===== src/rtl/vout_pkg.sv =====
// Shared definitions for the AXI4-Stream to video-timing retimer: sync states,
// FIFO entry layout helpers and the status counter width.
package vout_pkg;

    // Stream/timing alignment states
    typedef enum logic [1:0] {
        ST_SEEK    = 2'd0,
        ST_WAIT_FS = 2'd1,
        ST_RUN     = 2'd2
    } vout_state_e;

    localparam int unsigned CNT_WIDTH = 16;

    // FIFO entry = {tlast, tuser, tdata}
    function automatic int unsigned entry_width(input int unsigned data_width);
        return data_width + 2;
    endfunction

    function automatic int unsigned tuser_pos(input int unsigned data_width);
        return data_width;
    endfunction

    function automatic int unsigned tlast_pos(input int unsigned data_width);
        return data_width + 1;
    endfunction

endpackage


===== src/rtl/vout_fifo_fwft.sv =====
// Synchronous first-word-fall-through FIFO. Pointers carry one extra wrap bit so
// full and empty are distinguishable without a separate counter.
module vout_fifo_fwft #(
    parameter int unsigned WIDTH     = 26,
    parameter int unsigned PTR_WIDTH = 4
) (
    input  logic                 clk,
    input  logic                 reset,
    input  logic                 push,
    input  logic [WIDTH-1:0]     wdata,
    input  logic                 pop,
    output logic [WIDTH-1:0]     head,
    output logic                 full,
    output logic                 empty,
    output logic [PTR_WIDTH:0]   level
);

    localparam int unsigned Depth = 2 ** PTR_WIDTH;
    localparam logic [PTR_WIDTH:0] PtrOne = {{PTR_WIDTH{1'b0}}, 1'b1};

    logic [WIDTH-1:0]   mem_q [Depth];
    logic [PTR_WIDTH:0] wr_ptr_q, wr_ptr_d;
    logic [PTR_WIDTH:0] rd_ptr_q, rd_ptr_d;

    // Pointer advance; callers never push when full nor pop when empty
    always_comb begin
        wr_ptr_d = push ? wr_ptr_q + PtrOne : wr_ptr_q;
        rd_ptr_d = pop  ? rd_ptr_q + PtrOne : rd_ptr_q;
    end

    // Pointer state
    always_ff @(posedge clk) begin
        if (reset) begin
            wr_ptr_q <= '0;
            rd_ptr_q <= '0;
        end else begin
            wr_ptr_q <= wr_ptr_d;
            rd_ptr_q <= rd_ptr_d;
        end
    end

    // Storage, no reset needed since contents are qualified by the pointers
    always_ff @(posedge clk) begin
        if (push) begin
            mem_q[wr_ptr_q[PTR_WIDTH-1:0]] <= wdata;
        end
    end

    assign head  = mem_q[rd_ptr_q[PTR_WIDTH-1:0]];
    assign empty = (wr_ptr_q == rd_ptr_q);
    assign full  = (wr_ptr_q[PTR_WIDTH] != rd_ptr_q[PTR_WIDTH]) &&
                   (wr_ptr_q[PTR_WIDTH-1:0] == rd_ptr_q[PTR_WIDTH-1:0]);
    assign level = wr_ptr_q - rd_ptr_q;

endmodule


===== src/rtl/vout_axi4s_sync.sv =====
// Buffered AXI4-Stream to video-timing retimer. Pixels are queued in an elastic
// FIFO and released on in_de, aligned so that the tuser pixel lands on the first
// active pixel of each video frame. Drift between stream and timing forces a
// resync. Define VOUT_AXI4S_STATUS_EN to build the saturating status counters.
module vout_axi4s_sync
    import vout_pkg::*;
#(
    parameter int unsigned            DATA_WIDTH     = 24,
    parameter int unsigned            CTL_WIDTH      = 4,
    parameter int unsigned            FIFO_PTR_WIDTH = 4,
    parameter logic [DATA_WIDTH-1:0]  FILL_DATA      = '0
) (
    input  logic                  clk,
    input  logic                  reset,
    input  logic                  s_axi4s_tuser,
    input  logic                  s_axi4s_tlast,
    input  logic [DATA_WIDTH-1:0] s_axi4s_tdata,
    input  logic                  s_axi4s_tvalid,
    output logic                  s_axi4s_tready,
    input  logic                  in_vsync,
    input  logic                  in_hsync,
    input  logic                  in_de,
    input  logic [CTL_WIDTH-1:0]  in_ctl,
    output logic                  out_vsync,
    output logic                  out_hsync,
    output logic                  out_de,
    output logic [CTL_WIDTH-1:0]  out_ctl,
    output logic [DATA_WIDTH-1:0] out_data,
    output logic                  out_locked,
    output logic                  out_underflow,
    output logic                  out_resync,
    output logic [CNT_WIDTH-1:0]  out_underflow_count,
    output logic [CNT_WIDTH-1:0]  out_resync_count
);

    localparam int unsigned EntryWidth = entry_width(DATA_WIDTH);
    localparam int unsigned TuserPos   = tuser_pos(DATA_WIDTH);
    localparam int unsigned TlastPos   = tlast_pos(DATA_WIDTH);
    localparam logic [FIFO_PTR_WIDTH:0] LvlAlmost = {1'b0, {FIFO_PTR_WIDTH{1'b1}}};

    logic                   fifo_push, fifo_pop, fifo_full, fifo_empty;
    logic [EntryWidth-1:0]  fifo_wdata, fifo_head;
    logic [FIFO_PTR_WIDTH:0] fifo_level;
    logic                   head_tuser;
    logic [DATA_WIDTH-1:0]  head_data;
    logic                   unused_tlast;

    vout_state_e            state_q, state_d;
    logic                   tready_q, tready_d;
    logic                   vsync_q;
    logic                   armed_q, armed_d;
    logic                   vchg, vfs;
    logic [DATA_WIDTH-1:0]  data_q, data_d;
    logic                   uf_q, uf_d, rs_q, rs_d;
    logic                   locked_q;
    logic                   vs_o_q, hs_o_q, de_o_q;
    logic [CTL_WIDTH-1:0]   ctl_o_q;

    assign fifo_push  = s_axi4s_tvalid & tready_q;
    assign fifo_wdata = {s_axi4s_tlast, s_axi4s_tuser, s_axi4s_tdata};

    vout_fifo_fwft #(
        .WIDTH     (EntryWidth),
        .PTR_WIDTH (FIFO_PTR_WIDTH)
    ) u_fifo (
        .clk   (clk),
        .reset (reset),
        .push  (fifo_push),
        .wdata (fifo_wdata),
        .pop   (fifo_pop),
        .head  (fifo_head),
        .full  (fifo_full),
        .empty (fifo_empty),
        .level (fifo_level)
    );

    assign head_tuser   = fifo_head[TuserPos];
    assign head_data    = fifo_head[DATA_WIDTH-1:0];
    // tlast is carried through the FIFO but line length is not checked
    assign unused_tlast = fifo_head[TlastPos];

    // Frame start detection: a vsync edge arms, the next clean in_de fires
    always_comb begin
        vchg    = in_vsync ^ vsync_q;
        vfs     = in_de & armed_q & ~vchg;
        armed_d = armed_q;
        if (vchg) begin
            armed_d = 1'b1;
        end else if (in_de && armed_q) begin
            armed_d = 1'b0;
        end
    end

    // Alignment FSM next state, pop decision and pixel selection
    always_comb begin
        state_d  = state_q;
        fifo_pop = 1'b0;
        data_d   = FILL_DATA;
        uf_d     = 1'b0;
        rs_d     = 1'b0;
        unique case (state_q)
            ST_SEEK: begin
                // Drain stale pixels until a frame start sits at the head
                if (!fifo_empty) begin
                    if (head_tuser) begin
                        state_d = ST_WAIT_FS;
                    end else begin
                        fifo_pop = 1'b1;
                    end
                end
            end
            ST_WAIT_FS: begin
                if (vfs && !fifo_empty) begin
                    fifo_pop = 1'b1;
                    data_d   = head_data;
                    state_d  = ST_RUN;
                end
            end
            ST_RUN: begin
                if (in_de) begin
                    if (fifo_empty) begin
                        uf_d = 1'b1;
                    end else if (vfs && !head_tuser) begin
                        // Stream behind timing: discard the rest of the old frame
                        rs_d    = 1'b1;
                        state_d = ST_SEEK;
                    end else if (!vfs && head_tuser) begin
                        // Stream ahead of timing: hold the new frame for next vfs
                        rs_d    = 1'b1;
                        state_d = ST_WAIT_FS;
                    end else begin
                        fifo_pop = 1'b1;
                        data_d   = head_data;
                    end
                end
            end
            default: state_d = ST_SEEK;
        endcase
    end

    // tready reflects the fill level after this cycle's push/pop
    always_comb begin
        tready_d = ~((fifo_full & ~fifo_pop) |
                     ((fifo_level == LvlAlmost) & fifo_push & ~fifo_pop));
    end

    // Registered state and outputs
    always_ff @(posedge clk) begin
        if (reset) begin
            state_q  <= ST_SEEK;
            tready_q <= 1'b0;
            vsync_q  <= 1'b0;
            armed_q  <= 1'b0;
            data_q   <= '0;
            uf_q     <= 1'b0;
            rs_q     <= 1'b0;
            locked_q <= 1'b0;
            vs_o_q   <= 1'b0;
            hs_o_q   <= 1'b0;
            de_o_q   <= 1'b0;
            ctl_o_q  <= '0;
        end else begin
            state_q  <= state_d;
            tready_q <= tready_d;
            vsync_q  <= in_vsync;
            armed_q  <= armed_d;
            data_q   <= data_d;
            uf_q     <= uf_d;
            rs_q     <= rs_d;
            locked_q <= (state_d == ST_RUN);
            vs_o_q   <= in_vsync;
            hs_o_q   <= in_hsync;
            de_o_q   <= in_de;
            ctl_o_q  <= in_ctl;
        end
    end

    assign s_axi4s_tready = tready_q;
    assign out_vsync      = vs_o_q;
    assign out_hsync      = hs_o_q;
    assign out_de         = de_o_q;
    assign out_ctl        = ctl_o_q;
    assign out_data       = data_q;
    assign out_locked     = locked_q;
    assign out_underflow  = uf_q;
    assign out_resync     = rs_q;

`ifdef VOUT_AXI4S_STATUS_EN
    localparam logic [CNT_WIDTH-1:0] CntOne = {{(CNT_WIDTH-1){1'b0}}, 1'b1};

    logic [CNT_WIDTH-1:0] uf_cnt_q, uf_cnt_d, rs_cnt_q, rs_cnt_d;

    // Saturating event counters, stepped together with their pulses
    always_comb begin
        uf_cnt_d = (uf_d && (uf_cnt_q != '1)) ? uf_cnt_q + CntOne : uf_cnt_q;
        rs_cnt_d = (rs_d && (rs_cnt_q != '1)) ? rs_cnt_q + CntOne : rs_cnt_q;
    end

    // Counter state
    always_ff @(posedge clk) begin
        if (reset) begin
            uf_cnt_q <= '0;
            rs_cnt_q <= '0;
        end else begin
            uf_cnt_q <= uf_cnt_d;
            rs_cnt_q <= rs_cnt_d;
        end
    end

    assign out_underflow_count = uf_cnt_q;
    assign out_resync_count    = rs_cnt_q;
`else
    assign out_underflow_count = '0;
    assign out_resync_count    = '0;
`endif

endmodule


===== config.mk =====
export PLATFORM = sky130hd
export DESIGN_NAME = vout_axi4s_sync
export DESIGN_NICKNAME = d
export VERILOG_FILES = /design/src/rtl/vout_pkg.sv /design/src/rtl/vout_fifo_fwft.sv /design/src/rtl/vout_axi4s_sync.sv
export SDC_FILE = /design/constraint.sdc
export NUM_CORES = 1
export LEC_CHECK = 0
export BUFFER_PORTS_ARGS = -buffer_cell sky130_fd_sc_hd__buf_4
export CORE_MARGIN = 2
export CORE_UTILIZATION = 25
export CTS_BUF_LIST = sky130_fd_sc_hd__clkbuf_4
export DETAILED_ROUTE_END_ITERATION = 12
export GPL_TIMING_DRIVEN = 0
export PLACE_DENSITY = 0.38
export SLEW_MARGIN = 20
export SYNTH_ARGS = -nofsm -noshare
export SYNTH_HDL_FRONTEND = slang
export SYNTH_SLANG_ARGS = --single-unit
export TNS_END_PERCENT = 50

===== constraint.sdc =====
create_clock -name clk -period 3.79 [get_ports clk]
set_input_delay 1.137 -clock clk [delete_from_list [all_inputs] [get_ports clk]]
set_output_delay 1.137 -clock clk [all_outputs]
set_load 0.05 [all_outputs]

### Yosys cells after proc, flatten, opt, wreduce, memory -nomap -nowiden

Memories as Yosys holds them, arrays and structs flattened. A register that Yosys moved wholly into a read port is not among the register bits.
Index checks and enable logic that the tools add are counted.

| operators by class | value |
|---|---|
| reductions and logical operators | 12 |
| muxes and demuxes | 31 |
| bitwise logic cells | 13 |
| equal/unequal tests | 7 |
| $add $sub $neg | 3 |

Operator list:

| operator | count |
|---|---|
| $mux 24 | 5 |
| $pmux 24 s2 | 1 |
| $mux 1 | 14 |
| $mux 2 | 7 |
| $add 5x1->5 const B | 2 |
| $mux 4 | 2 |
| $and 1x1->1 | 6 |
| $pmux 2 s3 | 1 |
| $eq 5x4->1 const B | 1 |
| $eq 5x5->1 | 1 |
| $logic_and 1x1->1 | 5 |
| $not 1->1 | 5 |
| $sub 5x5->5 | 1 |
| $eq 2x2->1 const B | 2 |
| $eq 4x4->1 | 1 |
| $reduce_or 4->1 | 1 |
| $logic_not 1->1 | 3 |
| $pmux 1 s3 | 1 |
| $reduce_or 3->1 | 1 |
| $eq 2x1->1 const B | 1 |
| $logic_not 2->1 | 1 |
| $reduce_bool 2->1 | 1 |
| $ne 1x1->1 | 1 |
| $or 1x1->1 | 1 |
| $xor 1x1->1 | 1 |

| word-level totals | value |
|---|---|
| register bits | 48 |
| output and inout port bits | 67 |
| memories | 1 |
| word-level logic and storage cells | 80 |
| bits in writable memories | 416 |

Memories:

| name | depth | width | read ports | clocked after memory_dff | write ports | RTL line | RTL |
|---|---|---|---|---|---|---|---|
| u_fifo.mem_q | 16 | 26 | 1 | 1 | 1 | vout_fifo_fwft.sv:21 | `logic [WIDTH-1:0] mem_q [Depth];` |

### Depth between registers and ports, before layout

Gate-level depths: netlist (run 1).

| logic depth | value |
|---|---|
| depth in word-level cells | 14 |
| gate-level depth with buffers | 12 |

### By module

Synthesis (run 1) repeated with hierarchy kept, for this count alone.

| second synthesis, totals | value |
|---|---|
| cells, all modules | 884 |
| area total of the unflattened synthesis | 18184.9 sq um |

Modules (own cells, without submodules):

| module | instances | area an instance (sq um) | cells each | sequential area each (sq um) |
|---|---|---|---|---|
| vout_fifo_fwft | 1 | 16558.4 | 729 | 12772.2 |
| vout_axi4s_sync | 1 | 1626.6 | 155 | 760.7 |

### Worst setup path after synthesis (run 1)

No wires, ideal clock.

| timing | value |
|---|---|
| path kind | input to register |
| start point | in s_axi4s_tvalid |
| end point | mem u_fifo.mem_q[3][0], enable pin |
| path buffers | 1 |
| stages | 4 |
| required time | 3352 ps |
| arrival | 3427 ps |
| slack | -75 ps |
| path through | and2_1 clkbuf_1 nand2_1 nor3_1 |

| on the way | value |
|---|---|
| cells in the longest elaborated chain, start to end | 3 |

Ends and longest elaborated chain:

| item | RTL line | RTL |
|---|---|---|
| start, declared | vout_axi4s_sync.sv:18 | `input logic s_axi4s_tvalid,` |
| $and 1x1->1 | vout_axi4s_sync.sv:59 | `assign fifo_push = s_axi4s_tvalid & tready_q;` |
| $mux 1 | vout_fifo_fwft.sv:44 | `if (push) begin` |
| $mux 1 (not written as such) | vout_fifo_fwft.sv:45 | `mem_q[wr_ptr_q[PTR_WIDTH-1:0]] <= wdata;` |
| end, declared | vout_fifo_fwft.sv:21 |  |

No other way between the ends.

==> results.json, run 1 <==
{
  "final_nets": 1149,
  "core_region_area_um2": 68700,
  "io_buffers": 68,
  "viasPerCell": 4.16,
  "synth_cell_types": 42,
  "stdcell_area_um2": 21800,
  "synth_ff_type": "edfxtp_1",
  "cpPeakStageDelay_ns": 0.55,
  "post_cts_buffers": 0,
  "die_w_um": 268,
  "wl_per_cell_um": 21.5,
  "worst_setup_path_start_kind": "register",
  "outcome": "finished clean",
  "die_y_um": 268,
  "critPathCaptureType": "register",
  "grt_max_degree": 17,
  "cts_tree": "yes",
  "synth_area_um2": 17400,
  "synth_most_common_cell": "edfxtp_1",
  "finalHoldViolCount": 0,
  "ys_seq_area_share_pct": 75.1,
  "hold_path_class": "in2reg",
  "grt.total_usage_pct": 13.1,
  "path_cells": "buf_6 -> buf_6 -> mux2i_1 -> o32ai_1 -> nor4_4 -> inv_1 -> ha_1 -> nor3_1 -> a21oi_1 -> nor3_4 -> clkbuf_2 -> and3_1",
  "synth_top_area_share_pct": 69.1,
  "place.gp.congestion": 0.713,
  "drv_slew": 0,
  "critical_path_class": "reg2reg",
  "synth.top_cells.by_count": "400 x edfxtp_1, 120 x mux4_2, 52 x dfxtp_1",
  "hold_buffers": 0,
  "ant_nets": 0,
  "finalCritPeriodShare_pct": 89.5,
  "clkSinkCount": 452,
  "ys_seq_elements": 452,
  "dp_hpwl_um": 29300,
  "max_freq_ghz": 0.295,
  "async_reset_ff_share_pct": 0,
  "synth_cells": 826,
  "avgSynthCellArea_um2": 21.1,
  "grt_pass1_wl_um": 64900,
  "htreeDepth": 4,
  "cts_inserted_buffers": 136,
  "initial_core_util_pct": 25.3,
  "worst_clock_skew_ns": 0.0410,
  "grt_pass1_vias": 9374,
  "synth_area_leaders": "edfxtp_1 69%, mux4_2 16%, dfxtp_1 6.0%",
  "cpMostUsedCell": "buf_6",
  "gr-total-overflow": 0,
  "synth_edf_count": 400,
  "fin_crit_ns": 3.39,
  "power.leakage_nw": 7.28,
  "first_pass_iters": 5,
  "routed_wl_um": 45700,
  "slew_headroom_pct": 31.7,
  "setup_tns_ns": 0,
  "postLayoutCoreUtil_pct": 31.7,
  "maxCapViolCount": 0,
  "clock_latency_ns": 0.90,
  "cp_data_arrival_time_ns": 4.21,
  "clk_path_buf_depth": 3,
  "rsz0062_at_grt": "false",
  "placed_cell_area_um2": 20000,
  "crit_required_ns": 4.61,
  "synth_top_area_cell": "edfxtp_1",
  "power_density_nw_per_um2": 559,
  "cp_slowest_cell": "nor4_4",
  "dr_total_vias": 8848,
  "rows": 96,
  "cts_root_buffer": "clkbuf_4",
  "total_power_mw": 12.2,
  "irDropWorstVdd_v": 0.000155,
  "drcViolationCount": 0,
  "pin_count": 103,
  "clk_pin_slew_ns": 0.06,
  "drt_iter0_markers": 562,
  "drive_gt1_share_pct": 41.9,
  "yosys_warnings": 0,
  "path_max_fanout": 10,
  "antenna_found_initial": 3,
  "dieArea_um2": 71700,
  "area_growth_pct": 25.3,
  "worst_pin_slew_ns": 1.03,
  "setup_violations": 0
}
sequential cells by signal, summed over array words and instances, names as in the netlist, named ones only:
name / count
out_vsync: 1
u_fifo.rd_ptr_q: 5
state_q: 2
out_hsync: 1
out_de: 1
out_ctl: 4
u_fifo.wr_ptr_q: 5
out_locked: 1
s_axi4s_tready: 1
out_data: 24
out_underflow: 1
u_fifo.mem_q: 400
armed_q: 1
out_resync: 1
layout by cell type (no fill, tap or decap), types with 5 or more instances in the layout:
master / Yosys / routed
clkbuf_1: 21 / 20
nor2_1: 26 / 14
inv_1: 11 / 11
a21oi_1: 8 / 8
xor2_1: 6 / 6
edfxtp_1: 400 / 400
buf_6: 2 / 6
bufinv_16: 0 / 6
ha_1: 15 / 15
mux2i_1: 10 / 10
mux4_2: 120 / 120
nor2_4: 0 / 12
buf_16: 0 / 17
xnor2_1: 6 / 6
buf_4: 32 / 105
and3_1: 28 / 28
nand2_1: 9 / 9
dfxtp_1: 52 / 52
clkinv_1: 0 / 30
nand2b_1: 6 / 6
nor2b_1: 9 / 9
conb_1: 1 / 32
clkbuf_4: 0 / 193
buf_2: 16 / 18
nand3_1: 5 / 5
per-layer routing:
metal,GRT usage (%),vias to the layer above,routed length [um]
met3,3.99,64,2330
met2,20.1,245,21400
met5,0,-,7
met4,5.38,2,818
li1,-,3945,-
met1,17.3,4592,21100
worst max-delay path: cells and delay by family, from the launching register on:
family | cells | cell delay [ns]
buf+inv | 4 | 0.83
simple gates | 4 | 1.43
fa+ha+maj | 1 | 0.25
mux | 1 | 0.24
compound gates | 2 | 0.24
flops | 1 | 0.32
through the flow:
stage	hold WS (ns)	setup WS, ns	instances
after global routing	0.363	0.0885	2127
after CTS	0.303	0.138	2124
after floorplan	0.459	-0.0412	857
final	0.457	0.399	2127
after detailed placement	0.476	-0.345	1890
after global placement	0.478	-3.34	1856
layout make-up:
cell class | instances | area (um2)
Tap cell | 931 | 1160
Inverter | 11 | 41.3
Multi-Input combinational cell | 321 | 4120
Fill cell | 6782 | 46900
Timing Repair Buffer | 102 | 1200
Clock inverter | 41 | 319
Clock buffer | 193 | 1450
Antenna cell | 3 | 7.51
Sequential cell | 452 | 13100
Buffer | 73 | 433
logic make-up after synthesis:
logic type,after synthesis,synth area share [%]
fa+ha+maj,16,1.19
other cells,1,0.0216
mux,130,16.1
compound gates,25,0.957
simple gates,106,3.35
buf+inv,84,2.71
flops,452,75.1
xor+xnor,12,0.604
where the power goes:
part           switching (mW)  total (mW)  internal, mW
clock network            2.08        4.82          2.74
registers              0.0295        5.49          5.46
logic                   0.972        1.85         0.882
worst paths after layout:
check	startpoint	end	slack, ns	depth (start not counted)
setup / recovery	register	out_data[12]$_SDFF_PP0_	0.40	12
hold / removal	in_ctl[2]	out_ctl[2]$_SDFF_PP0_	0.46	2
setup reg to reg	register	out_data[12]$_SDFF_PP0_	0.40	12
hold reg to reg	armed_q$_SDFFE_PP0P_	armed_q$_SDFFE_PP0P_	0.49	2
repair_timing:
item,in CTS,in global routing
setup endpoints to repair,10,11
gates resized for setup,1,1
gates cloned,0,0
endpoints found under the hold margin,0,0
Note: power is estimated with default switching activity, not from simulation.
==> run 2: changes to the inputs <==
- CELL_PAD_IN_SITES_DETAIL_PLACEMENT: default -> 0
- CELL_PAD_IN_SITES_GLOBAL_PLACEMENT: default -> 1
- PLACE_DENSITY: 0.38 -> 0.42
==> results.json, run 2 (synthesis gave the netlist of run 1 again) <==
{
  "outcome": "finished clean",
  "grt_pass1_vias": 9223,
  "hold_path_class": "reg2reg",
  "stdcell_area_um2": 21600,
  "first_pass_iters": 5,
  "fin_crit_ns": 3.42,
  "critical_path_buf_inv_count": 4,
  "cp_data_arrival_time_ns": 4.19,
  "placed_cell_area_um2": 19900,
  "drv_slew": 0,
  "clock_latency_ns": 0.88,
  "antenna_found_initial": 4,
  "final_nets": 1130,
  "dp_cells": 1887,
  "cts_inserted_buffers": 120,
  "cts_root_buffer": "clkbuf_4",
  "drcViolationCount": 0,
  "io_buffers": 68,
  "rsz0062_at_grt": "false",
  "instances_no_fill": 2115,
  "layout_commonest_cell": "edfxtp_1",
  "area_growth_pct": 24.0,
  "routed_wl_um": 46200,
  "gr-total-overflow": 0,
  "power_density_nw_per_um2": 548,
  "drt_iter0_markers": 688,
  "ant_nets": 0,
  "finalHoldViolCount": 0,
  "die_w_um": 268,
  "grt_max_degree": 19,
  "maxCapViolCount": 0,
  "path_cells": "buf_6 -> buf_6 -> mux2i_1 -> o32ai_1 -> nor4_4 -> inv_1 -> ha_1 -> nor3_1 -> a21oi_1 -> nor3_2 -> clkbuf_2 -> and3_1",
  "critical_path_class": "reg2reg",
  "worst_setup_path_start_kind": "register",
  "cp_top_family": "simple AND/OR/NAND/NOR gates",
  "initial_core_util_pct": 25.3,
  "irDropWorstVdd_v": 0.000257,
  "clk_pin_slew_ns": 0.06,
  "post_cts_buffers": 0,
  "cpPeakStageDelay_ns": 0.56,
  "die_y_um": 268,
  "cts_tree": "yes",
  "path_max_fanout": 10,
  "finalCritPeriodShare_pct": 90.2,
  "dieArea_um2": 71700,
  "max_freq_ghz": 0.293,
  "dp_hpwl_um": 29200,
  "largest_reg_flops": 400,
  "crit_required_ns": 4.56,
  "worst_clock_skew_ns": 0.0651,
  "drive_gt1_share_pct": 41.6,
  "worst_pin_slew_ns": 1.14,
  "cp_slowest_cell": "nor4_4",
  "critPathCaptureType": "register",
  "power.leakage_nw": 7.17,
  "viasPerCell": 4.19,
  "clk_path_buf_depth": 3,
  "core_region_area_um2": 68700,
  "dr_total_vias": 8858,
  "mostFrequentLayoutCells": "400 x edfxtp_1, 183 x clkbuf_4, 120 x mux4_2",
  "setup_violations": 0,
  "cpMostUsedCell": "buf_6",
  "holdWs_ns": 0.489,
  "grt_pass1_wl_um": 66000,
  "wl_per_cell_um": 21.8,
  "fill_cells": 6785,
  "grt.total_usage_pct": 13.1,
  "rows": 96,
  "htreeDepth": 3,
  "pin_count": 103,
  "place.gp.congestion": 0.667,
  "total_power_mw": 11.8,
  "slew_headroom_pct": 24.1,
  "clkSinkCount": 452
}
run 2: per-layer routing:
metal  vias to the layer above  GRT usage, %  share of wire, %
li1                       3911             -                 -
met1                      4588          18.2                46
met3                        78          3.55               5.7
met5                         -             0             0.024
met2                       279          19.9                46
met4                         2          4.61               2.2
run 2: what timing repair did:
action / in CTS / in global routing
hold buffers: 0 / 0
endpoints found under the setup margin: 20 / 0
resized for setup: 3 / 0
run 2: report_power, final:
| part | switching (mW) | internal (mW) |
|---|---|---|
| clock | 2.08 | 2.35 |
| sequential | 0.0300 | 5.46 |
| combinational | 1.00 | 0.879 |
| total | 3.11 | 8.69 |
run 2: area by class of cell:
class	instances	area, um2	area share [%]
inverter	11	41.3	0.192
tap	931	1160	5.40
clock buffer	183	1370	6.37
sequential	452	13100	60.6
timing repair buffer	99	1120	5.18
antenna	3	7.51	0.0348
buffer	73	434	2.01
multi-input combinational	321	4110	19.1
clock inverter	42	254	1.18
run 2: path summary, 6_finish.rpt:
kind                         from                       to  slack, ns  depth (start not counted)
max                      register  out_data[17]$_SDFF_PP0_       0.37                         12
min          armed_q$_SDFFE_PP0P_     armed_q$_SDFFE_PP0P_       0.49                          2
max reg2reg              register  out_data[17]$_SDFF_PP0_       0.37                         12
min reg2reg  armed_q$_SDFFE_PP0P_     armed_q$_SDFFE_PP0P_       0.49                          2
run 2: worst reg2reg max path, cell delays in order, from the launching register on:
cell and delay (ns):
dfxtp_1 0.32, buf_6 0.13, buf_6 0.16, mux2i_1 0.22
o32ai_1 0.13, nor4_4 0.56, inv_1 0.10, ha_1 0.25
nor3_1 0.21, a21oi_1 0.07, nor3_2 0.41, clkbuf_2 0.48
and3_1 0.31
run 2: metrics by stage:
stage | util [%] | setup TNS (ns) | setup slack, ns
after floorplan | - | -2.06 | -0.0412
after global placement | 27.9 | -672.14 | -3.22
after detailed placement | 29.0 | -9.52 | -0.598
after CTS | 31.4 | 0 | 0.266
after global routing | 31.4 | 0 | 0.0263
final | 31.4 | 0 | 0.372
==> run 3: changes to the inputs <==
- CORE_ASPECT_RATIO: default -> 1.25
==> results.json, run 3 (synthesis gave the netlist of run 1 again) <==
{
  "outcome": "finished clean",
  "rows": 108,
  "gr-total-overflow": 0,
  "layout_commonest_cell": "edfxtp_1",
  "initial_core_util_pct": 25.1,
  "largest_reg_flops": 400,
  "worst_setup_path_start_kind": "register",
  "drt_iter0_markers": 557,
  "cts_inserted_buffers": 116,
  "grt_max_degree": 17,
  "dieArea_um2": 71700,
  "rsz0062_at_grt": "false",
  "worst_clock_skew_ns": 0.0629,
  "pin_count": 103,
  "grt_pass1_wl_um": 66200,
  "dr_total_vias": 8827,
  "die_w_um": 240,
  "routed_wl_um": 46100,
  "drive_gt1_share_pct": 41.3,
  "fill_cells": 6849,
  "cp_data_arrival_time_ns": 4.22,
  "setup_tns_ns": 0,
  "cpPeakStageDelay_ns": 0.61,
  "ant_nets": 0,
  "antenna_found_initial": 4,
  "clkSinkCount": 452,
  "place.gp.congestion": 0.685,
  "cts_tree": "yes",
  "post_cts_buffers": 0,
  "max_freq_ghz": 0.291,
  "p_int_mw": 8.57,
  "maxCapViolCount": 0,
  "pwr-share-comb_pct": 16.1,
  "hold_path_class": "in2reg",
  "critPathCaptureType": "register",
  "clk_pin_slew_ns": 0.06,
  "dp_hpwl_um": 29400,
  "critical_path_class": "reg2reg",
  "wl_per_cell_um": 21.8,
  "viasPerCell": 4.17,
  "instances_no_fill": 2116,
  "dp_cells": 1891,
  "switching_share_pct": 26.3,
  "core_region_area_um2": 69200,
  "setup_violations": 0,
  "cts_root_buffer": "clkbuf_4",
  "p_seq_share_pct": 47.2,
  "path_cells": "buf_2 -> nand3b_1 -> o32ai_1 -> nor4_4 -> inv_1 -> ha_1 -> nor3_1 -> a21oi_1 -> nor3_4 -> clkbuf_2 -> and3_1",
  "clk_path_buf_depth": 3,
  "finalCritPeriodShare_pct": 90.6,
  "power.leakage_nw": 7.13,
  "io_buffers": 68,
  "finalHoldViolCount": 0,
  "worstHoldPathCells": 2,
  "slew_headroom_pct": 29.9,
  "grt_pass1_vias": 9356,
  "die_y_um": 299,
  "power.switching_mw": 3.07,
  "rr_worst_depth": 11,
  "final_nets": 1126,
  "drcViolationCount": 0,
  "path_max_fanout": 10,
  "area_growth_pct": 23.5,
  "clock_power_share_pct": 36.7,
  "grt.total_usage_pct": 13.1,
  "cp_slowest_cell": "nor4_4",
  "first_pass_iters": 5,
  "htreeDepth": 3,
  "fin_crit_ns": 3.43,
  "clock_latency_ns": 0.88,
  "worst_pin_slew_ns": 1.05,
  "irDropWorstVdd_v": 0.000290,
  "drv_slew": 0,
  "mostFrequentLayoutCells": "400 x edfxtp_1, 180 x clkbuf_4, 120 x mux4_2",
  "power_density_nw_per_um2": 542,
  "crit_required_ns": 4.57
}
-- run 3: routing by layer --
metal	vias to the layer above	GRT usage (%)	part of all wire [%]
met2	273	21.9	50
met1	4565	16.5	42
met3	82	3.02	5.5
met5	-	0	0.035
li1	3905	-	-
met4	2	4.91	2.3
-- run 3: metrics by stage --
stage                     setup WS, ns  total power, mW  util, %  hold WS [ns]  instance area [um2]
after global routing             0.123             12.2     31.0         0.420                21500
after floorplan                -0.0412             6.95        -         0.459                17500
after CTS                        0.142             11.9     31.0         0.355                21500
final                            0.358             11.6     31.0         0.476                21500
after global placement           -3.27             7.53     27.7         0.477                19200
after detailed placement        -0.261             7.54     28.8         0.482                19900
-- run 3: timing repair --
action	4_1_cts	5_1_grt
hold buffers	0	0
resized for setup	2	1
pin swaps	0	0
endpoints found under the setup margin	20	8
-- run 3: worst paths after layout --
check,from,end,slack (ns)
hold reg to reg,armed_q$_SDFFE_PP0P_,armed_q$_SDFFE_PP0P_,0.49
hold / removal,in_hsync,out_hsync$_SDFF_PP0_,0.48
setup / recovery,register,out_data[16]$_SDFF_PP0_,0.36
setup reg to reg,register,out_data[16]$_SDFF_PP0_,0.36
-- run 3: power groups by stage --
stage	logic, mW	clock network [mW]	registers, mW
final	1.87	4.28	5.49
after global routing	2.04	4.69	5.49
after CTS	1.95	4.48	5.49
after detailed placement	1.94	0	5.60
after global placement	1.92	0	5.61
after floorplan	1.34	0	5.61
-- run 3: cell type report --
cell class	instances	area, um2	share of cell area (%)
repair buffers	99	1090	5.10
clock inverters	40	196	0.915
diodes	5	12.5	0.0583
inverters	11	41.3	0.192
flip-flops and latches	452	13100	60.8
clock buffers	180	1350	6.29
multi-input cells	321	4120	19.2
well taps	935	1170	5.45
plain buffers	73	434	2.02
-- run 3: worst max-delay path: cells and delay by family (launching register included) --
kind | cells | cell delay, ns
buf+inv | 3 | 0.87
fa+ha+maj | 1 | 0.25
flops | 1 | 0.39
simple gates | 5 | 1.63
compound gates | 2 | 0.20
